==> config.mk <==
export PLATFORM = sky130hd
export DESIGN_NAME = spi_cmd_regs
export DESIGN_NICKNAME = d
export VERILOG_FILES = /design/src/rtl/spi_cmd_regs.sv
export SDC_FILE = /design/constraint.sdc
export NUM_CORES = 1
export LEC_CHECK = 0
export ABC_AREA = 1
export CORE_MARGIN = 2
export CORE_UTILIZATION = 46
export CTS_CLUSTER_DIAMETER = 100
export DETAILED_ROUTE_END_ITERATION = 16
export GPL_ROUTABILITY_DRIVEN = 0
export PLACE_DENSITY = 0.76
export SLEW_MARGIN = 20
export SYNTH_ARGS = -nofsm -noshare
export SYNTH_HDL_FRONTEND = slang
export SYNTH_SLANG_ARGS = --single-unit
==> constraint.sdc <==
create_clock -name clk -period 2.7 [get_ports clk]
set_clock_uncertainty 0.15 [all_clocks]
set_input_delay 0.27 -clock clk [delete_from_list [all_inputs] [get_ports clk]]
set_output_delay 0.27 -clock clk [all_outputs]
set_load 0.02 [all_outputs]
==> src/rtl/spi_cmd_regs.sv <==
// -----------------------------------------------------------------------------
// spi_cmd_regs
//
// Command decoder and register bank that sits behind a 32-bit SPI slave.
// Each completed frame (falling edge of busy) is captured, decoded as a
// register read or write, and answered with a response word. The slave
// shifts that word out on MISO during the following frame.
//
// Frame  : [31]=WR, [30:24]=ADDR, [23:16] ignored, [15:0]=WDATA
// Map    : 0 = ID (read-only), 1 = STATUS, 2..NUM_REGS-1 = R/W,
//          >= NUM_REGS = invalid (sets sticky bad_addr)
// STATUS : {frame_cnt[7:0], 6'b0, overrun, bad_addr}; writes are W1C on [1:0]
// Resp   : {1'b1, ADDR, frame_cnt_new, rdata}
//
// Ports
//   clk               system clock, shared with the SPI slave
//   rst               synchronous reset, active-high
//   busy              SPI slave busy; 1->0 marks a completed frame
//   data_had_receive  received frame, stable while busy=0
//   data_to_out       response word for the next frame
//   reg_out           flat R/W registers, slot k = reg_out[16k+15:16k]
//   wr_strobe         one-cycle pulse on a write to a R/W register
//   wr_addr           address of that write
//   wr_data           data of that write
//
// Processing runs IDLE -> EXEC -> LOAD, one clock each, so data_to_out is
// updated three clocks after busy falls.
// -----------------------------------------------------------------------------
module spi_cmd_regs #(
    parameter int          NUM_REGS = 16,
    parameter logic [15:0] ID_VALUE = 16'h5A01
) (
    input  logic                   clk,
    input  logic                   rst,
    input  logic                   busy,
    input  logic [31:0]            data_had_receive,
    output logic [31:0]            data_to_out,
    output logic [NUM_REGS*16-1:0] reg_out,
    output logic                   wr_strobe,
    output logic [6:0]             wr_addr,
    output logic [15:0]            wr_data
);

    localparam int         AW          = $clog2(NUM_REGS);
    localparam logic [7:0] NUM_REGS_U8 = 8'(NUM_REGS);

    typedef enum logic [1:0] {
        S_IDLE = 2'd0,
        S_EXEC = 2'd1,
        S_LOAD = 2'd2
    } state_t;

    state_t        state_reg, state_next;

    logic          busy_d_reg;
    logic          cmd_wr_reg;
    logic [6:0]    cmd_addr_reg;
    logic [15:0]   cmd_wdata_reg;
    logic [7:0]    frame_cnt_reg;
    logic          bad_addr_reg, bad_addr_next;
    logic          overrun_reg, overrun_next;
    logic [31:0]   resp_reg;
    logic [31:0]   data_to_out_reg;
    logic          wr_strobe_reg;
    logic [6:0]    wr_addr_reg;
    logic [15:0]   wr_data_reg;
    logic [15:0]   regs_reg [NUM_REGS];

    // Bits [23:16] of the frame carry no meaning for this block.
    logic          unused_frame_bits;
    assign unused_frame_bits = ^data_had_receive[23:16];

    logic          frame_done;
    logic          addr_valid;
    logic [AW-1:0] cmd_idx;
    logic [7:0]    frame_cnt_new;
    logic [1:0]    status_clr;
    logic          set_bad;
    logic          do_reg_wr;
    logic [15:0]   rdata;
    logic          exec_active;

    // busy_d resets to 0 so a busy that is already low after reset does not
    // look like a completed frame.
    assign frame_done    = busy_d_reg & ~busy;
    assign exec_active   = (state_reg == S_EXEC);
    assign addr_valid    = ({1'b0, cmd_addr_reg} < NUM_REGS_U8);
    assign cmd_idx       = cmd_addr_reg[AW-1:0];
    assign frame_cnt_new = frame_cnt_reg + 8'd1;

    // ---------------------------------------------------------------------
    // FSM next state
    // ---------------------------------------------------------------------
    always_comb begin
        state_next = state_reg;
        case (state_reg)
            S_IDLE:  if (frame_done) state_next = S_EXEC;
            S_EXEC:  state_next = S_LOAD;
            S_LOAD:  state_next = S_IDLE;
            default: state_next = S_IDLE;
        endcase
    end

    // ---------------------------------------------------------------------
    // Command decode; results are only committed while in EXEC.
    // ---------------------------------------------------------------------
    always_comb begin
        rdata      = 16'h0000;
        status_clr = 2'b00;
        set_bad    = 1'b0;
        do_reg_wr  = 1'b0;
        if (!addr_valid) begin
            set_bad = 1'b1;
        end else if (cmd_addr_reg == 7'd0) begin
            rdata = ID_VALUE;
        end else if (cmd_addr_reg == 7'd1) begin
            if (cmd_wr_reg) status_clr = cmd_wdata_reg[1:0];
            // Read-back reflects the flags after this frame's clear.
            rdata = {frame_cnt_new, 6'b0,
                     overrun_reg & ~status_clr[1],
                     bad_addr_reg & ~status_clr[0]};
        end else if (cmd_wr_reg) begin
            do_reg_wr = 1'b1;
            rdata     = cmd_wdata_reg;
        end else begin
            rdata = regs_reg[cmd_idx];
        end
    end

    // ---------------------------------------------------------------------
    // Sticky flags. A concurrent set wins over a W1C clear.
    // ---------------------------------------------------------------------
    always_comb begin
        bad_addr_next = bad_addr_reg;
        overrun_next  = overrun_reg;
        if (exec_active) begin
            bad_addr_next = (bad_addr_reg & ~status_clr[0]) | set_bad;
            overrun_next  = overrun_reg & ~status_clr[1];
        end
        // A frame arriving while busy processing is dropped; a response that
        // cannot be loaded because the next frame already started is lost.
        if ((frame_done && state_reg != S_IDLE) ||
            (state_reg == S_LOAD && busy)) begin
            overrun_next = 1'b1;
        end
    end

    // ---------------------------------------------------------------------
    // State and datapath registers
    // ---------------------------------------------------------------------
    always_ff @(posedge clk) begin
        if (rst) begin
            state_reg       <= S_IDLE;
            busy_d_reg      <= 1'b0;
            cmd_wr_reg      <= 1'b0;
            cmd_addr_reg    <= 7'd0;
            cmd_wdata_reg   <= 16'h0000;
            frame_cnt_reg   <= 8'd0;
            bad_addr_reg    <= 1'b0;
            overrun_reg     <= 1'b0;
            resp_reg        <= 32'h0;
            data_to_out_reg <= 32'h0;
            wr_strobe_reg   <= 1'b0;
            wr_addr_reg     <= 7'd0;
            wr_data_reg     <= 16'h0000;
            for (int i = 0; i < NUM_REGS; i++) begin
                regs_reg[i] <= 16'h0000;
            end
        end else begin
            state_reg     <= state_next;
            busy_d_reg    <= busy;
            bad_addr_reg  <= bad_addr_next;
            overrun_reg   <= overrun_next;
            wr_strobe_reg <= exec_active & do_reg_wr;

            if (state_reg == S_IDLE && frame_done) begin
                cmd_wr_reg    <= data_had_receive[31];
                cmd_addr_reg  <= data_had_receive[30:24];
                cmd_wdata_reg <= data_had_receive[15:0];
            end

            if (exec_active) begin
                frame_cnt_reg <= frame_cnt_new;
                resp_reg      <= {1'b1, cmd_addr_reg, frame_cnt_new, rdata};
                if (do_reg_wr) begin
                    regs_reg[cmd_idx] <= cmd_wdata_reg;
                    wr_addr_reg       <= cmd_addr_reg;
                    wr_data_reg       <= cmd_wdata_reg;
                end
            end

            // Only touch the shift-out word while the slave is idle.
            if (state_reg == S_LOAD && !busy) begin
                data_to_out_reg <= resp_reg;
            end
        end
    end

    // ---------------------------------------------------------------------
    // Outputs
    // ---------------------------------------------------------------------
    assign data_to_out = data_to_out_reg;
    assign wr_strobe   = wr_strobe_reg;
    assign wr_addr     = wr_addr_reg;
    assign wr_data     = wr_data_reg;

    // ID and STATUS live elsewhere, so their slots in reg_out read as zero.
    generate
        for (genvar gi = 0; gi < NUM_REGS; gi++) begin : g_reg_out
            if (gi < 2) begin : g_fixed
                assign reg_out[gi*16 +: 16] = 16'h0000;
            end else begin : g_rw
                assign reg_out[gi*16 +: 16] = regs_reg[gi];
            end
        end
    endgenerate

endmodule
==> reports/metrics.csv <==
metric;value;unit
outcome;complete, no violations;
fin_crit_sh;0.962;
instances_no_fill;2487;
die-area;36500;µm²
dp_hpwl;35500;µm
fillCellCount;2809;
syn_area_per_cell;9.55;µm²
cts_tree;done;
pwr-share-seq;0.507;
nets;2040;
htree_num_levels;2;
grtUsageMet3;0.0365;
initial_utilization;0.466;
drtPass1Iterations;6;
switching_share;0.253;
power_leakage;0.00780;µW
timing.final.ws_setup;0.103;ns
grt_pass1_wl;75500;µm
core_area;34500;µm²
clock-sinks;377;
drv_slew;0;
vias;13807;
synthArstFlopShare;0;
worstMarginPinSlew;0.834;ns
cp_max_fo;16;
setup_viol;0;
rr_startpoint;cmd_addr_reg[6]$_SDFFE_PP0P_;
regToRegEndpoint;regs_reg[10][8]$_SDFFCE_PN0P_;
fmax;385;MHz
reg2reg_slack;0.10;ns
synth_cell_types;30;
setup_tns;0;ns
grt_util_met2;0.443;
clk_pin_slew;0.06;ns
gr-total-overflow;0;
numPortBuffers;306;
placed_cells;2416;
routed_via_density;5.55;
wl_per_cell;20.5;µm
power;12800;µW
ant_nets;0;
wl;50900;µm
drcViolationCount;0;
synth_area;16100;µm²
pwr_density_cell;610;nW/µm²
critical_path_class;flip-flop to flip-flop;
synth_edf_count;256;
grt_max_degree;141;
die_h;191;µm
grt_use_total;0.275;
hold_path.class;input port to flip-flop;
area_growth;30.3;%
p_clk_frac;0.386;
switchingPower;3230;µW
fp-row-count;68;
ys_ff_latch;377;
cts_root_buffer;clkbuf_16;
gr-max-usage-layer;met2;
worstHoldPathCells;3;
r2r_cells;15;
cp.arrival;2.65;ns
cts_inserted_buffers;39;
die_w;191;µm
drt-initial-drc-count;1528;
grt_antenna_before_repair;0;
yosysWarningCount;0;
setup.worst_path.start;cmd_addr_reg[6]$_SDFFE_PP0P_;
placed_area;19700;µm²
synthCells;1683;
endpoint_kind;flip-flop;
timing.final.crit_period;2.60;ns
n_antenna_cell;0;
seq_area_frac_synth;0.629;
final_cell_area;20900;µm²
ir_worst_vdd;0.377;mV
cell_internal_pwr;9540;µW
finalHoldViolations;0;
largest_reg_flops;256;
synth_ff_type;edfxtp_1;
critPathRequiredTime;2.75;ns
grtUsageMet1;0.354;
pre_cts_ws;-0.00268;ns
final_layout_size_suffix_gt1_frac;0.0704;
crit_end;regs_reg[10][8]$_SDFFCE_PN0P_;
io_pins;347;
grt_pass1_vias;13123;
cts.path.max_buffers;3;
relSlewSlack;0.443;
p_comb_frac;0.108;
clk_latency;0.54;ns
cap_violations;0;
startpoint_type;flip-flop;
==> routing by layer <==
layer / share of wire / wire length (µm) / up-vias
li1: - / - / 6213
met1: 0.37 / 18600 / 6528
met2: 0.47 / 23800 / 899
met3: 0.10 / 5130 / 167
met4: 0.067 / 3420 / 0
met5: 0 / 0 / -
==> metrics by stage <==
stage / hold slack (ns) / utilization
floorplan: 0.255 / -
global placement: 0.279 / 0.573
detailed placement: 0.282 / 0.573
CTS: 0.0718 / 0.606
global route: 0.0776 / 0.608
finish: 0.0891 / 0.608
==> worst max-delay path, cell delays in order (launching register included) <==
cell and delay, ns:
dfxtp_1 0.33, nor2_1 0.13, inv_1 0.06, nor2_2 0.14, nand2_1 0.09, clkinv_2 0.12, nand2_4 0.09, nor2_8 0.09
nand2_2 0.09, nor2_8 0.11, inv_4 0.06, nor3_4 0.21, buf_12 0.16, nand2_4 0.09, nand2_1 0.10, buf_4 0.26
==> cells by family (layout without fill, tap and decap cells) <==
logic type / count (synthesis) / in the layout / share of synthesized area
and+or+nand+nor: 675 / 675 / 0.174
DFF: 377 / 377 / 0.629
AOI/OAI and AO/OA: 362 / 362 / 0.120
buffers and inverters: 261 / 547 / 0.0721
xor gates and xnor gates: 6 / 6 / 0.00327
adders and majority gates: 1 / 1 / 0.000778
other: 1 / 64 / 0.000233
==> cells in the mapped netlist, types with 9 or more instances <==
| cell type | count | share of area |
|---|---|---|
| buf_4 | 32 | 0.015 |
| inv_1 | 96 | 0.022 |
| nand3_1 | 103 | 0.032 |
| clkinv_1 | 9 | 0.0021 |
| buf_1 | 13 | 0.0030 |
| o211ai_1 | 46 | 0.021 |
| nand2_4 | 9 | 0.0063 |
| o21ai_0 | 209 | 0.065 |
| clkbuf_1 | 91 | 0.021 |
| a21oi_1 | 104 | 0.032 |
| dfxtp_1 | 121 | 0.15 |
| nor2_1 | 424 | 0.099 |
| nand2_1 | 131 | 0.031 |
| edfxtp_1 | 256 | 0.48 |
==> cell type report <==
type	count	area (µm²)	share of cell area
sequential	377	10100	0.483
timing repair buffer	367	3630	0.174
clock inverter	23	118	0.00562
clock buffer	46	1030	0.0493
inverter	111	422	0.0201
multi-input combinational	1108	5050	0.241
tap	455	569	0.0272
==> cell usage in the layout, fill, tap and decap left out, drive strengths merged <==
cell | synthesis | final
clkinv | 10 | 26
o21ai | 209 | 209
xor2 | 6 | 6
clkdlybuf4s50 | 0 | 305
nand3 | 103 | 103
edfxtp | 256 | 256
dfxtp | 121 | 121
buf | 59 | 62
o211ai | 46 | 46
clkbuf | 91 | 46
nor2 | 428 | 428
nand2 | 141 | 141
nor3 | 3 | 3
conb | 1 | 64
ha | 1 | 1
clkinvlp | 0 | 1
a21oi | 104 | 104
inv | 101 | 107
a211oi | 1 | 1
o31ai | 2 | 2
==> what timing repair did <==
item / in CTS / in global routing
resized for setup: 0 / 5
hold buffers: 0 / 0
pin swaps: 1 / 1
hold endpoints to repair: 0 / 0
setup buffers: 1 / 1
setup endpoints to repair: 48 / 112
==> worst min-delay path by stage <==
stage	from	endpoint	slack, ns
after floorplan	data_had_receive[29]	cmd_addr_reg[5]$_SDFFE_PP0P_	0.25
after global placement	wr_addr[4]$_SDFFE_PP0P_	wr_addr[4]$_SDFFE_PP0P_	0.28
after detailed placement	wr_addr[4]$_SDFFE_PP0P_	wr_addr[4]$_SDFFE_PP0P_	0.28
after CTS	rst	wr_strobe$_SDFF_PP0_	0.07
after global routing	rst	wr_strobe$_SDFF_PP0_	0.08
final	rst	wr_strobe$_SDFF_PP0_	0.09
==> power groups by stage <==
stage / sequential, µW / combinational (µW) / clock [µW]
floorplan: 6720 / 633 / 0
global placement: 6590 / 1340 / 0
detailed placement: 6590 / 1360 / 0
CTS: 6470 / 1360 / 4980
global route: 6490 / 1470 / 5180
finish: 6470 / 1370 / 4930
Note: power is estimated with default switching activity, not from simulation.
